## config.mk

```make
export PLATFORM = sky130hd
export DESIGN_NAME = dm_arbiter
export DESIGN_NICKNAME = d
export VERILOG_FILES = /design/src/rtl/dm_arbiter.sv
export SDC_FILE = /design/constraint.sdc
export NUM_CORES = 1
export LEC_CHECK = 0
export CAP_MARGIN = 0
export CELL_PAD_IN_SITES_DETAIL_PLACEMENT = 0
export CELL_PAD_IN_SITES_GLOBAL_PLACEMENT = 1
export CORE_AREA = 2 2 154 141
export DETAILED_ROUTE_END_ITERATION = 7
export DIE_AREA = 0 0 156 143
export PLACE_DENSITY = 0.82
export SLEW_MARGIN = 20
export SYNTH_ARGS = -nofsm -noshare
export SYNTH_HDL_FRONTEND = slang
export SYNTH_SLANG_ARGS = --single-unit
```

## constraint.sdc

```tcl
create_clock -name clk -period 2.15 [get_ports clk]
set_input_delay 0.43 -clock clk [delete_from_list [all_inputs] [get_ports clk]]
set_output_delay 0.43 -clock clk [all_outputs]
set_load 0.005 [all_outputs]
```

## src/rtl/dm_arbiter.sv

```systemverilog
// Two-port arbiter/sequencer for the shared single-port data memory.
// Define DM_ARB_FIXED_PRIO_EN for fixed port-0 priority on ties.
module dm_arbiter #(
  parameter int AW = 10,
  parameter int DW = 32
) (
  input  logic          clk,
  input  logic          reset,
  input  logic          m0_req,
  input  logic          m1_req,
  input  logic          m0_we,
  input  logic          m1_we,
  input  logic [AW-1:0] m0_addr,
  input  logic [AW-1:0] m1_addr,
  input  logic [DW-1:0] m0_wdata,
  input  logic [DW-1:0] m1_wdata,
  input  logic [31:0]   m0_pc,
  input  logic [31:0]   m1_pc,
  output logic          m0_ack,
  output logic          m1_ack,
  output logic [DW-1:0] m0_rdata,
  output logic [DW-1:0] m1_rdata,
  output logic [AW-1:0] mem_A,
  output logic [DW-1:0] mem_WData,
  output logic          mem_MemRead,
  output logic          mem_MemWrite,
  output logic [31:0]   mem_PC0,
  input  logic [DW-1:0] mem_RD
);

  typedef enum logic [1:0] {
    IDLE,
    ACCESS,
    RESP
  } state_t;

  state_t        state;
  state_t        state_nx;
  logic          cur;
  logic          last_grant;
  logic          grant;
  logic          win;
  logic          h_we;
  logic [AW-1:0] h_addr;
  logic [DW-1:0] h_wdata;
  logic [31:0]   h_pc;

  always_comb begin
    grant = m0_req | m1_req;
`ifdef DM_ARB_FIXED_PRIO_EN
    win = ~m0_req;
`else
    // on a tie the port not granted last time wins
    win = (m0_req & m1_req) ? ~last_grant : m1_req;
`endif
  end

  always_comb begin
    state_nx = state;
    unique case (state)
      IDLE:    if (grant) state_nx = ACCESS;
      ACCESS:  state_nx = RESP;
      RESP:    state_nx = IDLE;
      default: state_nx = IDLE;
    endcase
  end

  always_ff @(posedge clk) begin
    if (reset) begin
      state      <= IDLE;
      cur        <= 1'b0;
      last_grant <= 1'b1;
      h_we       <= 1'b0;
      h_addr     <= '0;
      h_wdata    <= '0;
      h_pc       <= '0;
      m0_rdata   <= '0;
      m1_rdata   <= '0;
    end else begin
      state <= state_nx;
      if (state == IDLE && grant) begin
        cur        <= win;
        last_grant <= win;
        h_we       <= win ? m1_we    : m0_we;
        h_addr     <= win ? m1_addr  : m0_addr;
        h_wdata    <= win ? m1_wdata : m0_wdata;
        h_pc       <= win ? m1_pc    : m0_pc;
      end
      if (state == ACCESS && !h_we) begin
        if (cur) m1_rdata <= mem_RD;
        else     m0_rdata <= mem_RD;
      end
    end
  end

  assign mem_A     = h_addr;
  assign mem_WData = h_wdata;
  assign mem_PC0   = h_pc;

  assign mem_MemRead  = (state == ACCESS) & ~h_we;
  // reset gates the strobe so an in-flight write never lands
  assign mem_MemWrite = (state == ACCESS) & h_we & ~reset;

  assign m0_ack = (state == RESP) & ~cur;
  assign m1_ack = (state == RESP) & cur;

endmodule

```

==> results.sh <==
export IMPL_clockBufferDepth=2
export IMPL_clock_fmax_ghz=0.507
export IMPL_drive_gt1_frac=0.0589
export IMPL_syn_inst=730
export IMPL_multi_input_area_um2=2600
export IMPL_powerDensity_nw_per_um2=761
export IMPL_synthesis_nets=916
export IMPL_vdd_ir_drop_max_uv=409
export IMPL_setup_tns_ns=0
export IMPL_setup_worst_path_start_class="flip-flop"
export IMPL_synth_seq_cells=143
export IMPL_nets=1208
export IMPL_grt_max_degree=143
export IMPL_grt_first_pass_wirelength_um=32200
export IMPL_gp_congestion=0.746
export IMPL_post_drt_wl_per_cell_um=16.4
export IMPL_final_period_utilization=0.917
export IMPL_slew_headroom=0.520
export IMPL_fin_skew_ns=0.0137
export IMPL_maxCapViolCount=0
export IMPL_cp_required_ns=1.72
export IMPL_grt_pass1_vias=5922
export IMPL_hold_class="input pin to flip-flop"
export IMPL_h_tree_depth=4
export IMPL_portBuffers=327
export IMPL_met2_usage=0.299
export IMPL_root_buffer="clkbuf_16"
export IMPL_drt_iter0_markers=338
export IMPL_coreArea_um2=20600
export IMPL_vias=6252
export IMPL_yosysWarnings=0
export IMPL_ys_seq_area_frac=0.499
export IMPL_die_y_um=143
export IMPL_n_antenna_cell=0
export IMPL_cts_buffers=17
export IMPL_grt_use_total=0.183
export IMPL_met3_usage=0.0747
export IMPL_rsz0062_at_grt="false"
export IMPL_dp_hpwl_um=14400
export IMPL_drc=0
export IMPL_antenna_found_initial=0
export IMPL_drt_pass1_iter_count=4
export IMPL_pre_cts_ws_ns=0.183
export IMPL_power_leakage_nw=3.60
export IMPL_die_x_um=156
export IMPL_drv_slew=0
export IMPL_cts_tree="yes"
export IMPL_tightest_slew_ns=0.720
export IMPL_arrival_ns=1.54
export IMPL_layout_min_cycle_time_ns=1.97
export IMPL_fillers=2039
export IMPL_r2r_start="state[1]$_SDFFE_PP0P_"
export IMPL_routed_wl_um=21200
export IMPL_worst_skew_pair_late_latency_ns=0.42
export IMPL_path_max_fanout=4
export IMPL_regArea_um2=2870
export IMPL_grt_ovfl_total=0
export IMPL_grt_busiest_layer="met2"
export IMPL_end_kind="primary output"
export IMPL_path_class="flip-flop to primary output"
export IMPL_area_growth_synth_to_final_pct=72.3
export IMPL_met1_usage=0.224
export IMPL_num_io_pins=328
export IMPL_setup_viol=0
export IMPL_finalHoldViolCount=0
export IMPL_synth_distinct_cells=25
export IMPL_post_cts_buffers=0
export IMPL_critical_path_max_stage_delay_ns=0.55
export IMPL_crit_path_top_delay_cell="clkdlybuf4s50_1"
export IMPL_setup_worst_path_start="state[1]$_SDFFE_PP0P_"
export IMPL_syn_cell_area_um2=5740
export IMPL_rows=50
export IMPL_worst_slack_ns=0.179
export IMPL_initial_core_util=0.279
export IMPL_die_area_um2=22300
export IMPL_synth_avg_cell_area_um2=7.86
export IMPL_detail_route_antenna_nets=0
export IMPL_run_status="finished clean"
export IMPL_vias_per_cell=4.83
export IMPL_cp_cell_sequence="nand2b_1 > nor2_1 > clkdlybuf4s50_1"
export IMPL_min_from="reset"
export IMPL_cts_sinks=143
export IMPL_p_total_mw=7.52
export IMPL_path_clk_slew_ns=0.06
repair_timing:
action	CTS	global route
pin swaps	0	0
setup endpoints to repair	2	2
hold buffers	0	0
resized for setup	5	2
synth_stat cells, drive strengths merged:
cell type | n | area [um2]
and3b | 1 | 8.76
a21boi | 1 | 11.3
o21ai | 2 | 10.0
nor3b | 1 | 7.51
and2 | 1 | 6.26
nor4b | 1 | 15.0
buf | 35 | 179
a21bo | 1 | 10.0
a21oi | 140 | 701
clkbuf | 37 | 139
nand4bb | 1 | 11.3
nand3 | 1 | 5.00
or4b | 1 | 10.0
nand2 | 278 | 1040
nor2 | 5 | 18.8
nand3b | 1 | 7.51
nand2b | 1 | 6.26
a311oi | 75 | 657
dfxtp | 143 | 2860
or2 | 2 | 12.5
and4bb | 1 | 12.5
nor3 | 1 | 5.00
state kept, by name, summed over array words and instances, names as in the netlist:
register,flops
mem_WData,32
mem_A,10
m1_rdata,32
last_grant,1
m0_rdata,32
state,2
cur,1
h_we,1
mem_PC0,32
cell type report:
| class | count | area share |
|---|---|---|
| Multi-Input combinational cell | 515 | 0.263 |
| Clock buffer | 17 | 0.0430 |
| Sequential cell | 143 | 0.290 |
| Tap cell | 260 | 0.0329 |
| Timing Repair Buffer | 345 | 0.356 |
| Clock inverter | 15 | 0.0153 |
path summary, 6_finish.rpt:
path,to,slack [ns],cells past startpoint
worst max register to register,mem_WData[18]$_SDFFE_PP0P_,0.49,5
worst min register to register,m1_rdata[25]$_SDFFE_PP0P_,0.45,2
worst min-delay path,state[1]$_SDFFE_PP0P_,0.20,2
worst max-delay path,mem_MemRead,0.18,3
where the power goes:
part           switching, mW  internal [mW]  total (mW)
Sequential             0.124           2.87        2.99
Combinational          0.675          0.924        1.60
Clock                   1.30           1.63        2.93
per-layer routing:
metal / routed length (um) / vias to the layer above / part of all wire
met5: 0 / - / 0
met4: 292 / 0 / 0.014
met3: 2010 / 18 / 0.094
met2: 10200 / 244 / 0.48
met1: 8800 / 2870 / 0.41
li1: - / 3120 / -
per-stage QoR:
| stage | hold WS, ns | area (um2) | utilization | instances |
|---|---|---|---|---|
| 2_1_floorplan | 0.453 | 5740 | - | 730 |
| 3_3_place_gp | 0.440 | 9300 | 0.452 | 1263 |
| 3_5_place_dp | 0.446 | 9300 | 0.452 | 1263 |
| 4_1_cts | 0.189 | 9890 | 0.480 | 1295 |
| 5_1_grt | 0.191 | 9890 | 0.481 | 1295 |
| 6_report | 0.204 | 9890 | 0.481 | 1295 |
cell usage in the layout, fill, tap and decap left out, types with 2 or more instances in the layout:
cell,Yosys,layout
clkbuf_16,0,17
a311oi_1,75,75
inv_6,0,5
buf_4,2,10
dlymetal6s2s_1,0,2
buf_12,0,9
clkinvlp_4,0,4
nand2_1,278,278
clkdlybuf4s50_1,0,323
nor2_4,0,2
nor2_1,5,3
o21ai_0,2,2
dfxtp_2,0,2
a21oi_1,140,140
inv_8,0,3
dfxtp_1,143,141
cell families (layout without fill, tap and decap cells):
group                  Yosys count  after routing  share of synthesized area
and+or+nand+nor                296            296                      0.204
buffers and inverters           72            377                     0.0554
DFF                            143            143                      0.499
AOI/OAI and AO/OA              219            219                      0.242
critical path: cells and delay by family (launching register included):
| kind | cells | cell delay (ns) |
|---|---|---|
| AND/OR/NAND/NOR | 2 | 0.25 |
| flip-flops | 1 | 0.33 |
| buffers and inverters | 1 | 0.55 |
No activity file was read; power rests on OpenSTA's default activity.
